--- config.mk ---
export PLATFORM = sky130hd
export DESIGN_NAME = prio_rr_arbiter
export DESIGN_NICKNAME = d
export VERILOG_FILES = /design/src/rtl/prio_rr_arbiter_pkg.sv /design/src/rtl/prio_rr_arbiter_pick.sv /design/src/rtl/prio_rr_arbiter.sv
export SDC_FILE = /design/constraint.sdc
export NUM_CORES = 1
export LEC_CHECK = 0
export ABC_CLOCK_PERIOD_IN_PS = 4500
export CAP_MARGIN = 25
export CORE_MARGIN = 5
export CORE_UTILIZATION = 50
export DETAILED_ROUTE_END_ITERATION = 7
export GPL_TIMING_DRIVEN = 1
export HOLD_SLACK_MARGIN = 0.06
export PLACE_DENSITY = 0.81
export SKIP_LAST_GASP = 1
export SYNTH_ARGS = -nofsm -noshare
export SYNTH_HDL_FRONTEND = slang
export SYNTH_SLANG_ARGS = --single-unit
--- constraint.sdc ---
create_clock -name clk -period 4.5 [get_ports clk]
set_clock_uncertainty 0.05 [all_clocks]
set_input_delay 0.9 -clock clk [delete_from_list [all_inputs] [get_ports clk]]
set_output_delay 0.9 -clock clk [all_outputs]
set_load 0.02 [all_outputs]
--- src/rtl/prio_rr_arbiter_pkg.sv ---
// Shared types and helpers for the priority / round-robin arbiter.
package arb_pkg;

  localparam int unsigned MAX_N     = 16;
  localparam int unsigned MAX_IDX_W = 4;

  typedef enum logic {
    ARB_FIXED = 1'b0,
    ARB_RR    = 1'b1
  } arb_mode_e;

  typedef enum logic {
    ARB_IDLE,
    ARB_BUSY
  } arb_state_e;

  // One-hot (or zero) vector to bit index; zero input yields index 0.
  function automatic logic [MAX_IDX_W-1:0] onehot_to_idx(input logic [MAX_N-1:0] oh);
    logic [MAX_IDX_W-1:0] idx;
    idx = '0;
    for (int unsigned i = 0; i < MAX_N; i++) begin
      if (oh[i]) idx = idx | MAX_IDX_W'(i);
    end
    return idx;
  endfunction

endpackage

--- src/rtl/prio_rr_arbiter_pick.sv ---
// Combinational pick: first set bit of (req & mask), scanning upward from
// start in round-robin mode or from bit 0 in fixed mode, wrapping modulo N.
module arb_pick
  import arb_pkg::*;
#(
  parameter int unsigned N    = 4,
  parameter int unsigned ID_W = $clog2(N)
) (
  input  logic [N-1:0]    req,
  input  logic [N-1:0]    mask,
  input  logic [ID_W-1:0] start,
  input  arb_mode_e       mode,
  output logic [N-1:0]    pick,
  output logic [ID_W-1:0] idx,
  output logic            any
);

  logic [N-1:0]    cand;
  logic [ID_W-1:0] start_eff;

  assign cand      = req & mask;
  assign start_eff = (mode == ARB_RR) ? start : '0;

  // Rotating priority scan; first hit wins.
  always_comb begin
    pick = '0;
    idx  = '0;
    any  = 1'b0;
    for (int unsigned i = 0; i < N; i++) begin
      if (!any && cand[(32'(start_eff) + i) % N]) begin
        any  = 1'b1;
        idx  = ID_W'((32'(start_eff) + i) % N);
        pick[(32'(start_eff) + i) % N] = 1'b1;
      end
    end
  end

endmodule

--- src/rtl/prio_rr_arbiter.sv ---
// N-way arbiter with registered one-hot grant, fixed or round-robin policy,
// grant locking while the owner keeps requesting, and a bounded hold time.
module prio_rr_arbiter
  import arb_pkg::*;
#(
  parameter  int unsigned N        = 4,
  parameter  int unsigned MAX_HOLD = 8,
  localparam int unsigned ID_W     = $clog2(N)
) (
  input  logic            clk,
  input  logic            reset,
  input  logic [N-1:0]    req,
  input  logic            mode,
  output logic [N-1:0]    gnt,
  output logic [ID_W-1:0] gnt_id,
  output logic            gnt_valid
);

  localparam int unsigned CNT_W     = (MAX_HOLD > 1) ? $clog2(MAX_HOLD) : 1;
  localparam int unsigned HOLD_LAST = (MAX_HOLD > 0) ? MAX_HOLD - 1 : 0;

  arb_state_e      state_q, state_d;
  logic [N-1:0]    gnt_q, gnt_d;
  logic [ID_W-1:0] gnt_id_q, gnt_id_d;
  logic [ID_W-1:0] ptr_q, ptr_d;
  logic [CNT_W-1:0] cnt_q, cnt_d;

  logic [N-1:0]    pick_mask;
  logic [N-1:0]    pick_gnt;
  logic [ID_W-1:0] pick_idx;
  logic            pick_any;
  logic            arb_en;
  logic            owner_req;
  logic            others_req;
  logic            hold_expired;

  arb_pick #(
    .N    (N),
    .ID_W (ID_W)
  ) u_pick (
    .req   (req),
    .mask  (pick_mask),
    .start (ptr_q),
    .mode  (arb_mode_e'(mode)),
    .pick  (pick_gnt),
    .idx   (pick_idx),
    .any   (pick_any)
  );

  assign owner_req    = |(req & gnt_q);
  assign others_req   = |(req & ~gnt_q);
  assign hold_expired = (MAX_HOLD != 0) && (cnt_q == CNT_W'(HOLD_LAST));

  // Next-state: hold, re-arbitrate on drop, or preempt on hold expiry.
  // Owner drop takes precedence over expiry, so the mask is only applied
  // when the owner is still requesting.
  always_comb begin
    state_d   = state_q;
    gnt_d     = gnt_q;
    ptr_d     = ptr_q;
    cnt_d     = cnt_q;
    pick_mask = '1;
    arb_en    = 1'b0;

    unique case (state_q)
      ARB_IDLE: begin
        if (|req) arb_en = 1'b1;
      end
      ARB_BUSY: begin
        if (!owner_req) begin
          arb_en = 1'b1;
        end else if (hold_expired) begin
          if (others_req) begin
            pick_mask = ~gnt_q;
            arb_en    = 1'b1;
          end else begin
            cnt_d = '0;
          end
        end else begin
          cnt_d = cnt_q + 1'b1;
        end
      end
      default: state_d = ARB_IDLE;
    endcase

    if (arb_en) begin
      cnt_d = '0;
      if (pick_any) begin
        state_d = ARB_BUSY;
        gnt_d   = pick_gnt;
        ptr_d   = ID_W'((32'(pick_idx) + 1) % N);
      end else begin
        state_d = ARB_IDLE;
        gnt_d   = '0;
      end
    end

    gnt_id_d = ID_W'(onehot_to_idx(MAX_N'(gnt_d)));
  end

  // State and grant registers with asynchronous active-low reset.
  always_ff @(posedge clk or negedge reset) begin
    if (!reset) begin
      state_q  <= ARB_IDLE;
      gnt_q    <= '0;
      gnt_id_q <= '0;
      ptr_q    <= '0;
      cnt_q    <= '0;
    end else begin
      state_q  <= state_d;
      gnt_q    <= gnt_d;
      gnt_id_q <= gnt_id_d;
      ptr_q    <= ptr_d;
      cnt_q    <= cnt_d;
    end
  end

  assign gnt       = gnt_q;
  assign gnt_id    = gnt_id_q;
  assign gnt_valid = |gnt_q;

  // Simulation-only sanity checks on inputs and grant shape.
  always_ff @(posedge clk) begin
    if (reset) begin
      assert (!$isunknown(req)) else $error("prio_rr_arbiter: X on req");
      assert ($onehot0(gnt_q)) else $error("prio_rr_arbiter: grant not one-hot");
    end
  end

endmodule

Word-level counts from Yosys, hierarchy flattened
Cells that the tools add are included. Widths: inputs -> output; s select.

Output and inout port bits: 7. Logic and storage cells: 96. Bits in registers: 12. Input bits: 7. Memory bits (read-only): 0. Bits in latches: 0. Memories kept: 0. RAM bits: 0.

Reductions and logical operators: 18. Bitwise gates (word level): 8. $add $sub $neg: 5. Magnitude comparators: 8. Eq/ne operators: 2. Div/mod/pow operators: 0. Multiplexer cells: 49. $mul: 0. Shift operators: 0.

Operators with widths (count): $mux 4 (10); $mux 1 (18); $reduce_or 4->1 (4); $mux 3 (5); $mux 2 (7); $and 4x4->4 (3); $lt 2x3->1 const B (4); $or 4x4->4 (3); $bmux 1 s2 (4); $demux 1 s2 (4); $ge 2x1->1 const B (4); $logic_and 1x1->1 (7); $add 2x1->2 const B (2); $add 2x2->2 const B (2); $not 4->4 (1); $reduce_bool 2->1 (2); $add 3x1->3 const B (1); $eq 3x3->1 const B (1); $logic_not 1->1 (3); $ne 3x3->1 const B (1); $reduce_and 3->1 (1); $pmux 1 s2 (1); $reduce_and 2->1 (1); $not 1->1 (1).

Longest topological paths before layout
Gate-level depths: netlist of run 1.

Word-level depth: 25. Depth in mapped cells: 12. Depth with buffers taken out: 11.

Cells and area by module
A second synthesis of run 1 with hierarchy kept.

Cell total of the unflattened synthesis: 114. Area, all modules: 1064.8 µm².

Modules (own cells, without submodules): prio_rr_arbiter (area an instance 654.4 µm², instances 1, seq. area each 300.3 µm², cells each 62); arb_pick (area an instance 410.4 µm², instances 1, seq. area each 0.0 µm², cells each 52).

Least setup slack after synthesis of run 1
No wires, ideal clock.

Path kind: input port to flip-flop. Start: input port mode. End: register gnt_id_q[0] (netlist: gnt_id[0]). Required time: 4383 ps. Library setup time: 67 ps. Path slack: 1437 ps. Stages on the path: 8. Buffers on the path: 1. Arrival time: 2947 ps. Cell sequence: nand2_1 ha_1 clkbuf_1 mux4_2 a311oi_4 a222oi_1 o221a_1 nand2b_1.

Longest elaborated chain between the ends: 18. Elaborated cells between the ends (all ways): 54. Classes of those cells: add/sub: 3; order compare: 8; mux: 30; bitwise: 3; reduce/logical: 10.

Ends and longest elaborated chain: from (decl) (line prio_rr_arbiter.sv:13) `input logic mode,`; $mux 2 (*) (line prio_rr_arbiter_pick.sv:22) `assign start_eff = (mode == ARB_RR) ? start : '0;`; parallel branches: the longest is 12 deep, another holds $lt 2x3->1; $mux 4 (*) (line prio_rr_arbiter.sv:88) `if (pick_any) begin`; $mux 4 (*) (line prio_rr_arbiter.sv:86) `if (arb_en) begin`; $mux 1 (line prio_rr_arbiter_pkg.sv:22) `if (oh[i]) idx = idx | MAX_IDX_W'(i);`; $mux 2 (line prio_rr_arbiter_pkg.sv:22); $mux 2 (*) (line prio_rr_arbiter_pkg.sv:22); named net gnt_id_d[0] (line prio_rr_arbiter.sv:24) `logic [ID_W-1:0] gnt_id_q, gnt_id_d;`; to (signal assigned) (line prio_rr_arbiter.sv:112) `gnt_id_q <= gnt_id_d;`; to (decl) (line prio_rr_arbiter.sv:24).

Mark *: on every way through the listed nets, which the timed path passes. The select of a mux whose other input is x is not followed. A chain may end at the register's enable or synchronous reset.

Worst setup path after layout of run 1
Start: input port req[3]. End: register gnt_id_q[1] (netlist: gnt_id[1]).

Longest elaborated chain between the ends: 23. Elaborated cells between the ends (all ways): 44. Classes of those cells: mux: 29; bitwise: 6; reduce/logical: 9.

Ends and longest elaborated chain: from (decl) (line prio_rr_arbiter.sv:12) `input logic [N-1:0] req,`; $and 4x4->4 (line prio_rr_arbiter.sv:51) `assign others_req = |(req & ~gnt_q);`; $reduce_or 4->1 (line prio_rr_arbiter.sv:51); $mux 4 (line prio_rr_arbiter.sv:73) `if (others_req) begin`; $mux 4 (line prio_rr_arbiter.sv:72) `end else if (hold_expired) begin`; $mux 4 (line prio_rr_arbiter.sv:70) `if (!owner_req) begin`; $mux 4 (line prio_rr_arbiter.sv:65) `unique case (state_q)`; $and 4x4->4 (line prio_rr_arbiter_pick.sv:21) `assign cand = req & mask;`; $bmux 1 s2 (line prio_rr_arbiter_pick.sv:30) `if (!any && cand[(32'(start_eff) + i) % N]) begin`; [... 8 more ...]; $logic_not 1->1 (line prio_rr_arbiter_pick.sv:30); $logic_and 1x1->1 (line prio_rr_arbiter_pick.sv:30); $mux 4 or $mux 1 (tied branches) (line prio_rr_arbiter_pick.sv:30); $mux 4 (line prio_rr_arbiter.sv:88); $mux 4 (*) (line prio_rr_arbiter.sv:86); named net gnt_d[2] (line prio_rr_arbiter.sv:23) `logic [N-1:0] gnt_q, gnt_d;`; $mux 2 (*) (2 in series) (line prio_rr_arbiter_pkg.sv:22); named net gnt_id_d[1] (line prio_rr_arbiter.sv:24).

The timed path passes the listed nets; every way through them passes the cells marked *. The select of a mux whose other input is x is not followed.

==> results of run 1 <==
-- logic make-up after synthesis --
| kind of cell | count (synthesis) | share of synthesized area |
|---|---|---|
| and+or+nand+nor | 46 | 0.207 |
| DFF | 12 | 0.277 |
| muxes | 4 | 0.0624 |
| xor gates and xnor gates | 1 | 0.00808 |
| buffers and inverters | 6 | 0.0219 |
| AOI/OAI and AO/OA | 42 | 0.320 |
| adders and majority gates | 9 | 0.104 |
-- worst min path at each step --
stage	cells past startpoint	slack (ns)	to	start
after floorplan	2	0.41	ptr_q[1]$_DFFE_PN0P_	ptr_q[1]$_DFFE_PN0P_
after global placement	1	0.43	ptr_q[0]$_DFFE_PN0P_	ptr_q[0]$_DFFE_PN0P_
after detailed placement	1	0.44	ptr_q[0]$_DFFE_PN0P_	ptr_q[0]$_DFFE_PN0P_
after CTS	1	0.46	ptr_q[0]$_DFFE_PN0P_	ptr_q[0]$_DFFE_PN0P_
after global routing	2	0.48	ptr_q[1]$_DFFE_PN0P_	ptr_q[1]$_DFFE_PN0P_
final	2	0.46	ptr_q[1]$_DFFE_PN0P_	ptr_q[1]$_DFFE_PN0P_
-- worst register-to-register path, cell delays in order, from the launching register on --
cell and delay [ns]:
dfrtp_1 0.36, ha_1 0.15, ha_1 0.18, nand2_1 0.08, a21o_4 0.21, o21ai_1 0.44
nand4_1 0.24, nor2_1 0.25, or2_1 0.31, or2b_4 0.22, o221ai_1 0.16, nand2b_1 0.17
-- metrics by stage --
stage          cells  total power, uW
2_1_floorplan    120              512
3_3_place_gp     158              635
3_5_place_dp     158              649
4_1_cts          162              734
5_1_grt          162              787
6_report         162              734
-- cell type report --
cell class	count	area (um2)	share of cell area
inverter	4	15.0	0.0118
timing repair buffer	13	130	0.102
tap	27	33.8	0.0265
clock buffer	4	36.3	0.0285
multi-input combinational	102	759	0.596
sequential	12	300	0.236
-- synth_stat cells, drive strengths merged --
cell | number | area [um2]
nand2b | 2 | 12.5
inv | 3 | 11.3
a2bb2oi | 1 | 8.76
o21a | 4 | 37.5
o211ai | 1 | 7.51
dfrtp | 12 | 300
o21ai | 11 | 55.1
buf | 1 | 5.00
nand4 | 1 | 6.26
nand2 | 18 | 67.6
mux2 | 2 | 22.5
xnor2 | 1 | 8.76
o2111ai | 2 | 17.5
a21oi | 4 | 20.0
or2b | 1 | 11.3
a311oi | 2 | 35.0
clkinv | 1 | 3.75
or4 | 2 | 17.5
a22oi | 2 | 20.0
a22o | 2 | 17.5
o221ai | 3 | 32.5
or2 | 1 | 6.26
nor2b | 4 | 25.0
mux4 | 2 | 45.0
o31ai | 4 | 30.0
ha | 9 | 113
clkbuf | 1 | 3.75
nor3 | 7 | 35.0
nor2 | 6 | 22.5
o221a | 1 | 11.3
a221oi | 1 | 8.76
a222oi | 3 | 30.0
a21o | 1 | 15.0
nand3 | 4 | 20.0
-- flip-flops by register name, indices dropped and copies added (netlist names) --
name,flops
state_q,1
gnt_id,2
ptr_q,2
gnt,4
cnt_q,3
-- report_power, final --
part	leakage, uW	internal, uW	total, uW	switching [uW]
Clock	0.0000210	49.2	85.8	36.6
Sequential	0.000151	151	192	40.9
Combinational	0.000336	200	457	257
-- layer usage --
metal  GRT usage  vias up  routed length (um)
met5           0        -                   0
met4       0.102        0                  60
met3      0.0229        7                 121
met2       0.262       32                1240
met1       0.206      473                1100
li1            -      498                   -
==> impl_metrics.yaml, run 1 <==
floorplan:
  num_rows: 16
  initial_core_util: 0.536
  die_x_um: 56.6
  pin_count: 14
  core_area_mm2: 0.00202
  die-area_mm2: 0.00320
  die_h_um: 56.6
timing:
  setup_viol: 0
  slew_violations: 0
  rsz0062_at_grt: "no"
  relSlewSlack: 0.651
  finalCritPeriodShare: 0.792
  fmax_mhz: 281
  period_needed_ns: 3.56
  hold_viol: 0
  tns_ns: 0
  hold_slack_ns: 0.461
  tightest_slew_ns: 0.519
  fin_ws_ns: 0.936
power:
  p_leak_uw: 0.000507
  vdd_ir_drop_max_mv: 0.306
  power.density_mw_per_mm2: 576
setup_path:
  cp_top_family: "simple AND/OR/NAND/NOR gates"
  cp_max_fo: 9
  r2r_cells: 11
  cp-end-kind: "flop"
  critical_path.slowest_cell: "clkdlybuf4s50_1"
  crit_buf_inv: 1
  slowest_delay_ns: 0.55
  endpoint: "gnt_id[1]$_DFF_PN0_"
  reg2reg_to: "gnt_id[1]$_DFF_PN0_"
  timing.rr.start: "cnt_q[0]$_DFFE_PN0P_"
  worstSetupPathType: "in -> reg"
  path_cells: "clkdlybuf4s50_1 > nor2b_1 > o31ai_1 > o21ai_1 > nand4_1 > nor2_1 > or2_1 > or2b_4 > o221ai_1 > nand2b_1"
  start_kind: "input pin"
  r2r_slack_ns: 1.56
  crit_required_ns: 4.62
  cp-startpoint: "req[3]"
  crit_cells: 10
  arrival_ns: 3.68
final_layout:
  utilization: 0.631
  num-fill-cells: 166
  design_area_mm2: 0.00127
  area_growth_pct: 17.7
  mostFrequentLayoutCell: "nand2_1"
  drive_above_1_share: 0.111
  antenna_cells: 0
  finish.net_count: 152
  final_cell_mix: "nand2_1 (18), clkdlybuf4s50_1 (13), dfrtp_1 (12)"
cts:
  htreeDepth: 1
  insertion_delay_ns: 0.28
  cts_buffers: 3
  ctsHoldBuffers: 0
  cts_root_buf: "clkbuf_4"
  clock_sinks: 12
  cts_resized: 0
  clkTransAtPathRegs_ns: 0.07
  postCtsSetupBuffers: 0
  clockBufferDepth: 2
  tritoncts: "built"
grt:
  track_usage: 0.164
  grt_max_degree: 13
  antenna_found_initial: 0
  gr-total-overflow: 0
  grt_pass1_wl_um: 4260
  first_global_vias: 935
routing:
  avgViaCountPerCell: 6.23
  firstDrtPassIters: 4
  wirelength_um: 2530
  drc: 0
  drt_iter0_drc: 60
  vias: 1010
  ant_nets: 0
  wl_per_cell_um: 15.6
yosys:
  seq_area_frac_synth: 0.277
  avgSynthCellArea_um2: 9.03
  netlist_area_mm2: 0.00108
  yosys_warnings: 0
  synth-seq-cells: 12
  syn_inst: 120
  syn_nets: 136
  synth_cell_type_count: 40
placement:
  gp_congestion: 0.848
  dp_hpwl_um: 1930
  dp_slack_ns: 0.727
  postPlaceCellArea_mm2: 0.00124
  io_buffers: 13
run_status:
  status: "complete, no violations"
min_path:
  hold_path_class: "reg -> reg"
flow_run:
  maxCapViolCount: 0
No activity file was read; power rests on OpenSTA's default activity.
==> run 2, diff against run 1 <==
--- a/config.mk
+++ b/config.mk
@@ -5,14 +5,14 @@
 export SDC_FILE = /design/constraint.sdc
 export NUM_CORES = 1
 export LEC_CHECK = 0
-export ABC_CLOCK_PERIOD_IN_PS = 4500
+export ABC_CLOCK_PERIOD_IN_PS = 3160
 export CAP_MARGIN = 25
 export CORE_MARGIN = 5
-export CORE_UTILIZATION = 50
+export CORE_UTILIZATION = 49
 export DETAILED_ROUTE_END_ITERATION = 7
 export GPL_TIMING_DRIVEN = 1
 export HOLD_SLACK_MARGIN = 0.06
-export PLACE_DENSITY = 0.81
+export PLACE_DENSITY = 0.83
 export SKIP_LAST_GASP = 1
 export SYNTH_ARGS = -nofsm -noshare
 export SYNTH_HDL_FRONTEND = slang
==> constraint.sdc (replaced) <==
create_clock -name clk -period 3.16 [get_ports clk]
set_clock_uncertainty 0.05 [all_clocks]
set_input_delay 0.632 -clock clk [delete_from_list [all_inputs] [get_ports clk]]
set_output_delay 0.632 -clock clk [all_outputs]
set_load 0.02 [all_outputs]
==> run 2 against run 1 <==
Against the previous run:
- hold slack worse by 0.022 ns
- critical path depth stayed put
- first-iteration DRC count decreased by 48%
- design area rose by 15%
- sequential share of layout area is 3.1 points lower
- clock power increased by 47%
- critical path type unchanged
- critical endpoint unchanged
- largest cell class unchanged
- largest power group unchanged
- highest routed layer unchanged
==> impl_metrics.yaml, run 2 (synthesis results as in run 1) <==
setup_path:
  critical_path.slowest_cell: "clkdlybuf4s50_1"
  reg2reg_to: "gnt_id[1]$_DFF_PN0_"
  cp-startpoint: "req[1]"
  path_cells: "clkdlybuf4s50_1 > nor2b_2 > o31ai_1 > o21a_1 > mux4_2 > clkinv_1 > nor2_1 > a222oi_1 > o221ai_1 > nand2b_1"
  cp-end-kind: "flop"
  arrival_ns: 3.17
  crit_required_ns: 3.28
  cp_max_fo: 4
  worstSetupPathType: "in -> reg"
  slowest_delay_ns: 0.52
  timing.rr.start: "cnt_q[0]$_DFFE_PN0P_"
  r2r_cells: 11
  start_kind: "input pin"
  r2r_slack_ns: 0.38
timing:
  setup_viol: 0
  tns_ns: 0
  finalCritPeriodShare: 0.966
  hold_viol: 0
  slew_violations: 0
  rsz0062_at_grt: "no"
  tightest_slew_ns: 0.544
  period_needed_ns: 3.05
  relSlewSlack: 0.636
  fmax_mhz: 328
cts:
  htreeDepth: 1
  insertion_delay_ns: 0.28
  cts_root_buf: "clkbuf_4"
  clockBufferDepth: 2
  clock_sinks: 12
  clkTransAtPathRegs_ns: 0.08
  postCtsSetupBuffers: 0
  tritoncts: "built"
  cts_buffers: 3
placement:
  dp_hpwl_um: 2320
  io_buffers: 13
  postPlaceCellArea_mm2: 0.00142
  gp_congestion: 0.892
final_layout:
  antenna_cells: 0
  mostFrequentLayoutCell: "buf_4"
  multi_input_area_um2: 774
  finish.net_count: 176
  largest_reg_flops: 4
  num-fill-cells: 172
  final_cell_mix: "buf_4 (24), nand2_1 (18), clkdlybuf4s50_1 (13)"
  area_growth_pct: 35.8
  regArea_um2: 300
  design_area_mm2: 0.00147
  drive_above_1_share: 0.277
run_status:
  status: "complete, no violations"
routing:
  wl_per_cell_um: 15.7
  wirelength_um: 2930
  firstDrtPassIters: 4
  drc: 0
  avgViaCountPerCell: 6.09
  vias: 1138
  drt_iter0_drc: 31
  ant_nets: 0
power:
  vdd_ir_drop_max_mv: 0.531
  power.density_mw_per_mm2: 776
  p_leak_uw: 0.000626
grt:
  gr-total-overflow: 0
  grt_max_degree: 13
  first_global_vias: 1165
  antenna_found_initial: 0
  grt_pass1_wl_um: 4910
  track_usage: 0.185
floorplan:
  initial_core_util: 0.499
  die_h_um: 57.0
  die_x_um: 57.0
  num_rows: 17
  core_area_mm2: 0.00217
  die-area_mm2: 0.00325
  pin_count: 14
flow_run:
  maxCapViolCount: 0
min_path:
  hp-start: "ptr_q[1]$_DFFE_PN0P_"
  hold_end: "ptr_q[1]$_DFFE_PN0P_"
  hold_path_class: "reg -> reg"
  hold_depth: 2
## run 2: critical path: cells and delay by family
kind            cells  cell delay (ns)
compound gates      4             0.91
simple gates        3             0.50
buf+inv             2             0.60
mux                 1             0.52
## run 2: repair_timing
item / in CTS / in global routing
resized for setup: 0 / 6
endpoints found under the setup margin: 0 / 4
hold buffers: 0 / 0
## run 2: area by class of cell
class                   instances  area share
clock buffers                   4      0.0247
flip-flops and latches         12       0.204
inverters                       4      0.0102
repair buffers                 37       0.211
well taps                      28      0.0238
multi-input cells             102       0.526
## run 2: through the flow
step                      total power [uW]  utilization  hold WS (ns)  cells  setup WS, ns
after global placement                 967        0.655         0.423    183       -0.0713
after detailed placement               998        0.655         0.426    183        -0.166
final                                 1140        0.678         0.439    187         0.108
after global routing                  1230        0.678         0.492    187        0.0124
after floorplan                        729            -         0.286    120         0.365
after CTS                             1120        0.671         0.444    187        0.0965
## run 2: worst max path at each step
| stage | end | slack, ns | cells past startpoint |
|---|---|---|---|
| after floorplan | gnt_id[0]$_DFF_PN0_ | 0.36 | 8 |
| final | gnt_id[1]$_DFF_PN0_ | 0.11 | 10 |
| after global placement | gnt_id[1]$_DFF_PN0_ | -0.07 | 9 |
| after CTS | gnt_id[1]$_DFF_PN0_ | 0.1 | 9 |
| after global routing | gnt_id[1]$_DFF_PN0_ | 0.01 | 9 |
| after detailed placement | gnt_id[1]$_DFF_PN0_ | -0.17 | 9 |
## run 2: metal layers
metal,vias to the layer above,track usage,share of wire
met5,-,0,0
met1,555,0.200,0.42
met3,8,0.0362,0.039
met4,0,0.0530,0.017
met2,31,0.361,0.53
li1,544,-,-
## run 2: power by group
part	leakage, uW	switching (uW)	internal, uW
logic	0.000455	390	350
clock network	0.0000210	55.8	70.1
registers	0.000151	61.1	214
